===== src/rtl/pipe_hazard_ctrl.sv =====
// pipe_hazard_ctrl
//   Hazard detection and pipeline control for the 5-stage MIPS core.
//   Produces operand-forwarding selects for the ID-stage instruction and
//   per-stage reset/enable controls. It handles the following cases:
//     - load-use hazards, stalling for LUSE_BUBBLES cycles
//     - data-memory wait (freezes the whole pipe)
//     - taken-branch flush of IF/ID
//     - debug suspend with single-step on a rising edge of debug_step
//   It also keeps saturating stall/flush performance counters.
//
// Ports
//   clk, rst_n              clock, synchronous active-low reset
//   addr_rs/addr_rt         source registers of the ID instruction
//   rs_used/rt_used         ID instruction actually reads that source
//   branch_taken            ID branch/jump resolved taken
//   regw_addr_exe, wb_wen_exe, is_load_exe   EXE destination info
//   regw_addr_mem, wb_wen_mem, is_load_mem   MEM destination info
//   dmem_req, dmem_ack      MEM-stage data-memory handshake
//   debug_en, debug_step    debug suspend and step request (level)
//   fwd_a, fwd_b            0 regfile, 1 EXE ALU, 2 MEM ALU, 3 MEM load data
//   <stage>_rst/<stage>_en  per-stage pipeline register controls
//   stall_cnt, flush_cnt    saturating performance counters
module pipe_hazard_ctrl #(
  parameter int ADDR_W       = 5,
  parameter int LUSE_BUBBLES = 1,
  parameter int CNT_W        = 16,
  parameter int DEBUG_EN     = 1
) (
  input  logic              clk,
  input  logic              rst_n,
  input  logic [ADDR_W-1:0] addr_rs,
  input  logic [ADDR_W-1:0] addr_rt,
  input  logic              rs_used,
  input  logic              rt_used,
  input  logic              branch_taken,
  input  logic [ADDR_W-1:0] regw_addr_exe,
  input  logic              wb_wen_exe,
  input  logic              is_load_exe,
  input  logic [ADDR_W-1:0] regw_addr_mem,
  input  logic              wb_wen_mem,
  input  logic              is_load_mem,
  input  logic              dmem_req,
  input  logic              dmem_ack,
  input  logic              debug_en,
  input  logic              debug_step,
  output logic [1:0]        fwd_a,
  output logic [1:0]        fwd_b,
  output logic              if_rst,
  output logic              if_en,
  output logic              id_rst,
  output logic              id_en,
  output logic              exe_rst,
  output logic              exe_en,
  output logic              mem_rst,
  output logic              mem_en,
  output logic              wb_rst,
  output logic              wb_en,
  output logic [CNT_W-1:0]  stall_cnt,
  output logic [CNT_W-1:0]  flush_cnt
);

  typedef enum logic {IDLE = 1'b0, BUBBLE = 1'b1} state_t;

  // Remaining bubbles loaded when entering BUBBLE (first bubble is the IDLE cycle).
  localparam logic [1:0]       BUB_INIT = 2'(LUSE_BUBBLES - 1);
  localparam logic [CNT_W-1:0] CNT_MAX  = '1;
  localparam bit               MULTI    = (LUSE_BUBBLES > 1);

  state_t           state_q, state_d;
  logic [1:0]       bub_q, bub_d;
  logic             step_prev_q, step_prev_d;
  logic [CNT_W-1:0] stall_cnt_q, stall_cnt_d;
  logic [CNT_W-1:0] flush_cnt_q, flush_cnt_d;

  logic       haz_a, haz_b, hazard;
  logic [1:0] sel_a, sel_b;
  logic       hold, mem_wait, freeze, stall, flush;

  // ---------------------------------------------------------------------
  // Forwarding. A load still in EXE cannot be forwarded yet: it raises a
  // hazard and the select stays at the regfile (the cycle is stalled).
  // ---------------------------------------------------------------------
  always_comb begin
    haz_a = 1'b0;
    sel_a = 2'd0;
    if (rs_used && (addr_rs != '0)) begin
      if (wb_wen_exe && (regw_addr_exe == addr_rs)) begin
        if (is_load_exe) haz_a = 1'b1;
        else             sel_a = 2'd1;
      end else if (wb_wen_mem && (regw_addr_mem == addr_rs)) begin
        sel_a = is_load_mem ? 2'd3 : 2'd2;
      end
    end
  end

  always_comb begin
    haz_b = 1'b0;
    sel_b = 2'd0;
    if (rt_used && (addr_rt != '0)) begin
      if (wb_wen_exe && (regw_addr_exe == addr_rt)) begin
        if (is_load_exe) haz_b = 1'b1;
        else             sel_b = 2'd1;
      end else if (wb_wen_mem && (regw_addr_mem == addr_rt)) begin
        sel_b = is_load_mem ? 2'd3 : 2'd2;
      end
    end
  end

  assign hazard = haz_a | haz_b;

  // ---------------------------------------------------------------------
  // Debug hold: only a rising edge of debug_step lets one cycle through.
  // ---------------------------------------------------------------------
  generate
    if (DEBUG_EN != 0) begin : g_dbg
      assign hold        = debug_en & ~(debug_step & ~step_prev_q);
      assign step_prev_d = debug_step;
    end else begin : g_no_dbg
      assign hold        = 1'b0;
      assign step_prev_d = 1'b0;
    end
  endgenerate

  assign mem_wait = dmem_req & ~dmem_ack;
  assign freeze   = hold | mem_wait;
  assign stall    = (state_q == BUBBLE) | hazard;
  // Branches seen during a stall are dropped; ID re-presents them afterwards.
  assign flush    = branch_taken & ~stall;

  // ---------------------------------------------------------------------
  // Load-use FSM and counters. Nothing advances while frozen.
  // ---------------------------------------------------------------------
  always_comb begin
    state_d     = state_q;
    bub_d       = bub_q;
    stall_cnt_d = stall_cnt_q;
    flush_cnt_d = flush_cnt_q;
    if (!freeze) begin
      case (state_q)
        IDLE: begin
          if (hazard && MULTI) begin
            state_d = BUBBLE;
            bub_d   = BUB_INIT;
          end
        end
        BUBBLE: begin
          bub_d = bub_q - 2'd1;
          if (bub_q <= 2'd1) state_d = IDLE;
        end
        default: state_d = IDLE;
      endcase
      if (stall && (stall_cnt_q != CNT_MAX)) stall_cnt_d = stall_cnt_q + 1'b1;
      if (flush && (flush_cnt_q != CNT_MAX)) flush_cnt_d = flush_cnt_q + 1'b1;
    end
  end

  always_ff @(posedge clk) begin
    if (!rst_n) begin
      state_q     <= IDLE;
      bub_q       <= 2'd0;
      step_prev_q <= 1'b0;
      stall_cnt_q <= '0;
      flush_cnt_q <= '0;
    end else begin
      state_q     <= state_d;
      bub_q       <= bub_d;
      step_prev_q <= step_prev_d;
      stall_cnt_q <= stall_cnt_d;
      flush_cnt_q <= flush_cnt_d;
    end
  end

  // ---------------------------------------------------------------------
  // Stage controls, highest priority first.
  // ---------------------------------------------------------------------
  always_comb begin
    fwd_a   = sel_a;
    fwd_b   = sel_b;
    if_rst  = 1'b0;  if_en  = 1'b1;
    id_rst  = 1'b0;  id_en  = 1'b1;
    exe_rst = 1'b0;  exe_en = 1'b1;
    mem_rst = 1'b0;  mem_en = 1'b1;
    wb_rst  = 1'b0;  wb_en  = 1'b1;
    if (!rst_n) begin
      fwd_a   = 2'd0;
      fwd_b   = 2'd0;
      if_rst  = 1'b1;
      id_rst  = 1'b1;
      exe_rst = 1'b1;
      mem_rst = 1'b1;
      wb_rst  = 1'b1;
    end else if (freeze) begin
      if_en  = 1'b0;
      id_en  = 1'b0;
      exe_en = 1'b0;
      mem_en = 1'b0;
      wb_en  = 1'b0;
    end else if (stall) begin
      // Hold IF/ID and inject a bubble into EXE.
      if_en   = 1'b0;
      id_en   = 1'b0;
      exe_rst = 1'b1;
    end else if (flush) begin
      id_rst = 1'b1;
    end
  end

  assign stall_cnt = stall_cnt_q;
  assign flush_cnt = flush_cnt_q;

endmodule


===== config.mk =====
export PLATFORM = sky130hd
export DESIGN_NAME = pipe_hazard_ctrl
export DESIGN_NICKNAME = d
export VERILOG_FILES = /design/src/rtl/pipe_hazard_ctrl.sv
export SDC_FILE = /design/constraint.sdc
export NUM_CORES = 1
export LEC_CHECK = 0
export CAP_MARGIN = 25
export CORE_MARGIN = 2
export CORE_UTILIZATION = 49
export DETAILED_ROUTE_END_ITERATION = 12
export GPL_ROUTABILITY_DRIVEN = 0
export HOLD_SLACK_MARGIN = 0.08
export PLACE_DENSITY = 0.9
export SYNTH_ARGS = -nofsm -noshare
export SYNTH_HDL_FRONTEND = slang
export SYNTH_SLANG_ARGS = --single-unit

===== constraint.sdc =====
create_clock -name clk -period 7.9 [get_ports clk]
set_clock_uncertainty 0.2 [all_clocks]
set_input_delay 0.79 -clock clk [delete_from_list [all_inputs] [get_ports clk]]
set_output_delay 0.79 -clock clk [all_outputs]
set_load 0.01 [all_outputs]

-- Word-level counts from Yosys, hierarchy flattened
Index checks and enable logic that the tools add are counted.
- bitwise logic cells: 12
- equal/unequal tests: 6
- divide/modulo/power cells: 0
- reduce and logical (&&, ||, !) cells: 13
- multiply operators: 0
- mux-type cells: 30
- order comparisons: 1
- shift-type cells: 0
- $add $sub $neg: 3
- operators with widths (operator ; count):
    adder 16 x 1 -> 16 bit (second input constant) ; 2
    != test 16 bit (second input constant) ; 2
    two-way mux 1 bit ; 22
    == test 5 bit ; 4
    two-way mux 2 bit ; 8
    nonzero test 5 bit ; 2
    logical AND 1 bit ; 8
    AND reduction 2 bit ; 3
    NOT 1 bit ; 5
    AND 1 bit ; 4
    OR 1 bit ; 3
    less-or-equal comparator 2 x 1 -> 1 bit (second input constant) ; 1
    subtractor 2 x 1 -> 2 bit (second input constant) ; 1
- bits in latches: 0
- register bits: 36
- bits of input ports: 33
- bits in read-only memories: 0
- logic and storage cells: 70
- output and inout port bits: 46
- memories kept: 0
- RAM bits: 0

-- Depth between registers and ports, before layout
- depth after elaboration: 12
- mapped depth: 8
- depth with buffers taken out: 7

-- Worst setup path before layout
OpenSTA, ideal clock, no wires.
- path kind: input to output
- from: input addr_rt[1]
- to: output id_rst
- stages on the path: 7
- arrival: 2.496 ns
- buffers on the path: 2
- setup slack: 4.414 ns
- required time: 6.910 ns
- cell sequence: or4_1 -> o21ai_1 -> nor4_1 -> or4b_4 -> buf_6 -> clkbuf_1 -> nand2_1
- word-level cells in the longest chain between the ends: 12
- elaborated cells between the ends (all ways): 14
- classes of those cells: eq/ne: 1; mux: 6; bitwise: 4; reduce/logical: 3
- ends and longest elaborated chain (element ; RTL line ; text):
    start: declaration ; 32 ; input logic [ADDR_W-1:0] addr_rt,
    == test 5 bit ; 100 ; if (wb_wen_exe && (regw_addr_exe == addr_rt)) begin
    logical AND 1 bit ; 100 ;
    two-way mux 1 bit ; 100 ;
    two-way mux 1 bit (*) ; 99 ; if (rt_used && (addr_rt != '0)) begin
    OR 1 bit (*) ; 109 ; assign hazard = haz_a | haz_b;
    OR 1 bit (*) ; 126 ; assign stall = (state_q == BUBBLE) | hazard;
    NOT 1 bit ; 128 ; assign flush = branch_taken & ~stall;
    AND 1 bit ; 128 ;
    two-way mux 1 bit ; 203 ; end else if (flush) begin
    two-way mux 1 bit (*) ; 198 ; end else if (stall) begin
    two-way mux 1 bit (*) ; 192 ; end else if (freeze) begin
    two-way mux 1 bit (*) ; 184 ; if (!rst_n) begin
    end: declaration ; 50 ; output logic id_rst,
Mark *: on every way between the ends. The rest lies on a longest branch, timed or not.

-- Worst setup path in the final report
Ends and elaborated chain as after synthesis.

==> out/summary.md <==
The run finished with clean final reports. Buffers added to address setup during post-CTS repair amount to 0. Setup violations remaining at the end of the flow were counted as 0.

The die covers 5060 um2. The net count after synthesis is 311, and the internal portion of total power is 291.3 uW. The count of inserted antenna diode cells was 0; the post-cts repair resize count was 0. In this run, the number of DRC markers left after iteration 0 of detailed routing was 145. TritonCTS built the clock tree. The top cell type by area accounts for 32.63% of the synthesized area.

The final net count is 380. Adding up every negative setup slack in the final design gives 0 ps. The cell count after synthesis was 275.

Counting the fill cells in the layout gives 345. Global routing used 22.67% of the available tracks across all layers. The number of antenna-violating nets in the routed design came out at 0. Nature of the critical path endpoint: an output pin.

Nature of the critical path startpoint: an input pin. Entering global routing, the biggest net connects 35 pins. The signed area change from the synthesized netlist to the final layout is 39.26%. The tools report the number of detailed-route iterations in the first pass as 4. Number of enable-type register cells in the synthesized netlist: 0.

The most numerous cell type found on the critical path is sky130_fd_sc_hd__clkdlybuf4s50_1. The clock-pin slew reported for the worst setup and hold paths after clock tree synthesis was 60 ps. The run gives 90.74 uW as the power spent charging and discharging nets.

The fraction of power spent switching nets is 23.75%. The core occupancy in the finished layout is 70.63%. The clock latency on the worst-skew pair is 290 ps, and the minimum clock period after layout is 4445 ps. After synthesis, the share of flip-flops with an asynchronous set or reset is 0%.

On the critical path, the stage with the largest delay is an instance of sky130_fd_sc_hd__or4b_4. The tools report the global-route wire length before repair as 9.280 mm. The flip-flop and latch count after synthesis was 36.

For this run the aggregate overflow at the end of global routing stands at 0. The peak clock frequency supported by timing was 225.0 MHz; the depth of the worst hold-timing path was 2. The cell sitting at the root of the clock tree is a sky130_fd_sc_hd__clkbuf_8. Type of the most critical hold path: flip-flop to flip-flop. For the maximum VDD drop, the log shows 0.06032 mV. The worst hold path terminates at bub_q[1].

The type of the worst setup path is input pin to output pin. In this run, the combinational gates consume 15.0% of the power. Headroom to the max-slew limit came out at 47.59%. The post-route netlist has 4.360% of its cells at a drive strength greater than 1.

Detailed placement ended at an HPWL of 4.364 mm. The transition time at the pin with the least slew margin is 785.2 ps. The number of global-route vias before repair was 2,201. The total area inside the core boundary comes to 4354 um2. 79 I/O pins were placed.

The die height came out at 71.14 um. Global routing used 24.62% of the available met1 tracks. The tools report the number of clock sinks as 36. The post-detailed-route wirelength per cell was 14.50 um; the required time of the critical path was 6910 ps.

The quantity of hold-fixing buffers added after cts is 0. For the setup slack of the worst register-to-register path, the log shows 5340 ps. Once the floorplan was initialized, standard cells occupied 50.72% of the core.

The critical path goes through clkdlybuf4s50_1 > or4_1 > o21ai_1 > nor4_1 > or4b_4 > nand2_1 > clkdlybuf4s50_1. The flip-flop cell with the highest count after synthesis is sky130_fd_sc_hd__dfxtp_1. The clock passes through at most 2 buffers. The area of the multi-input gates is 1383 um2, and the clock network fraction of design power is 37.0%. In the routed design, unresolved DRC markers number 0.

For this run, the number of Yosys warnings is 0. Ranked by total cell area, the synthesized netlist is headed by sky130_fd_sc_hd__dfxtp_1, sky130_fd_sc_hd__nand2_1, sky130_fd_sc_hd__a21oi_1, sky130_fd_sc_hd__o31ai_1, sky130_fd_sc_hd__xnor2_1. The tools report the hold path startpoint as bub_q[1].

The period utilization is 56.26%. The total CTS buffers was 5. The logs give 0 for the count of maximum capacitance violations and 0 for the hold violation total from the final report. The cell taking the most area after synthesis is sky130_fd_sc_hd__dfxtp_1. Global routing consumed, on the met3 layer, 6.125% of the routing resources. The post-detailed-route via-to-cell ratio came out at 5.879.

Measured along the x axis, the die boundary spans 71.14 um. Yosys mapped the design onto 39 distinct sky130hd cell types. Counting instances in the post-synthesis netlist gives the leading cell types as sky130_fd_sc_hd__dfxtp_1, sky130_fd_sc_hd__nand2_1, sky130_fd_sc_hd__a21oi_1. The count of pins over their slew limit is 0, and the power per cell area is 124.2 nW/um2. Leakage power summed over all cells: 0.0009961 uW. Most numerous cell in the Yosys netlist: sky130_fd_sc_hd__dfxtp_1. The tools report the sequential standard cell area as 720.7 um2.

Of all nets on the critical path, the largest fanout is 30. Sequential elements use 32.63% of the synthesized area. Dividing the synthesized area by the synthesized cell count gives 8.030 um2. After detailed routing, the total wire length is 5.743 mm.

Number of buffer cells added on primary ports: 78. Row generation in the floorplan step produced 24 rows. Counting cells, the worst reg-to-reg path comes to 6.

Registers are responsible for 48.0% of the overall power. The H-tree was split into 2 levels. The routed layout has 2,328 vias. Setup repair after global routing left no endpoint under its margin. After synthesis the cells add up to 2208 um2.

In this run the critical register-to-register path is captured at flush_cnt[9]. For this run, the slowest stage of the critical path takes 710 ps. The run gives 0 as the initial antenna violation count. The tools report the launch instance of the worst register-to-register path as step_prev_q.

The busiest layer in global routing was met2. The met2 track demand over resource was 41.74%. Data arrives at the worst endpoint at 3450 ps.
[cell type report]
class / instances / share of cell area, %
Multi-Input combinational cell: 217 / 44.96
Timing Repair Buffer: 80 / 25.87
Sequential cell: 36 / 23.43
Clock buffer: 7 / 3.133
Tap cell: 52 / 2.116
Inverter: 4 / 0.4882
[layout by cell type, fill, tap and decap left out, types with 10 or more instances in the layout]
cell type,n
sky130_fd_sc_hd__a21oi_1,21
sky130_fd_sc_hd__clkdlybuf4s50_1,78
sky130_fd_sc_hd__dfxtp_1,36
sky130_fd_sc_hd__nand2_1,32
sky130_fd_sc_hd__nand2b_1,13
sky130_fd_sc_hd__nand3_1,10
sky130_fd_sc_hd__nor2_1,10
sky130_fd_sc_hd__o31ai_1,13
sky130_fd_sc_hd__or4_1,10
sky130_fd_sc_hd__xnor2_1,12
[worst max-delay path, delay by kind of cell]
kind | cells | cell delay, ps
AOI/OAI and AO/OA | 1 | 160
buffers and inverters | 2 | 1020
and+or+nand+nor | 4 | 1480
[worst max-delay path by stage]
stage,startpoint,endpoint
floorplan,addr_rt[1],id_rst
global placement,addr_rt[1],id_rst
detailed placement,addr_rs[1],id_rst
CTS,addr_rs[1],id_rst
global route,addr_rt[1],id_rst
finish,addr_rt[1],id_rst
[cell families after synthesis]
kind of cell / count (synthesis) / synth area share [%]
adders and majority gates: 3 / 1.700
AOI/OAI and AO/OA: 60 / 17.17
and+or+nand+nor: 126 / 32.01
buffers and inverters: 22 / 4.986
DFF: 36 / 32.63
xor gates and xnor gates: 21 / 8.329
muxes: 7 / 3.173
[metal layers]
layer / vias up / wire length (um)
li1: 1153 / -
met1: 1079 / 2218
met2: 84 / 3024
met3: 12 / 361
met4: 0 / 139
met5: - / 0
[per-stage QoR]
step	worst slack, ps	hold slack (ps)	std cells	area [um2]	power, uW
3_3_place_gp	3501	246.4	389	2979	243.0
4_1_cts	3460	262.1	396	3075	383.7
2_1_floorplan	4414	236.3	275	2208	214.8
3_5_place_dp	3463	250.9	389	2979	244.7
5_1_grt	3342	298.0	396	3075	397.3
6_report	3455	259.5	396	3075	382.0
[state kept, by name, summed over array words and instances, names as in the netlist]
| register | cells |
|---|---|
| flush_cnt | 16 |
| stall_cnt | 16 |
| state_q | 1 |
| bub_q | 2 |
| step_prev_q | 1 |
[power groups by stage]
stage	clock, uW	sequential (uW)	combinational (uW)
final	141	183	57.3
after global placement	0	187	55.6
after global routing	152	183	61.8
after detailed placement	0	188	57.2
after floorplan	0	188	27.3
after CTS	143	183	57.4
Note: power is estimated with default switching activity, not from simulation.
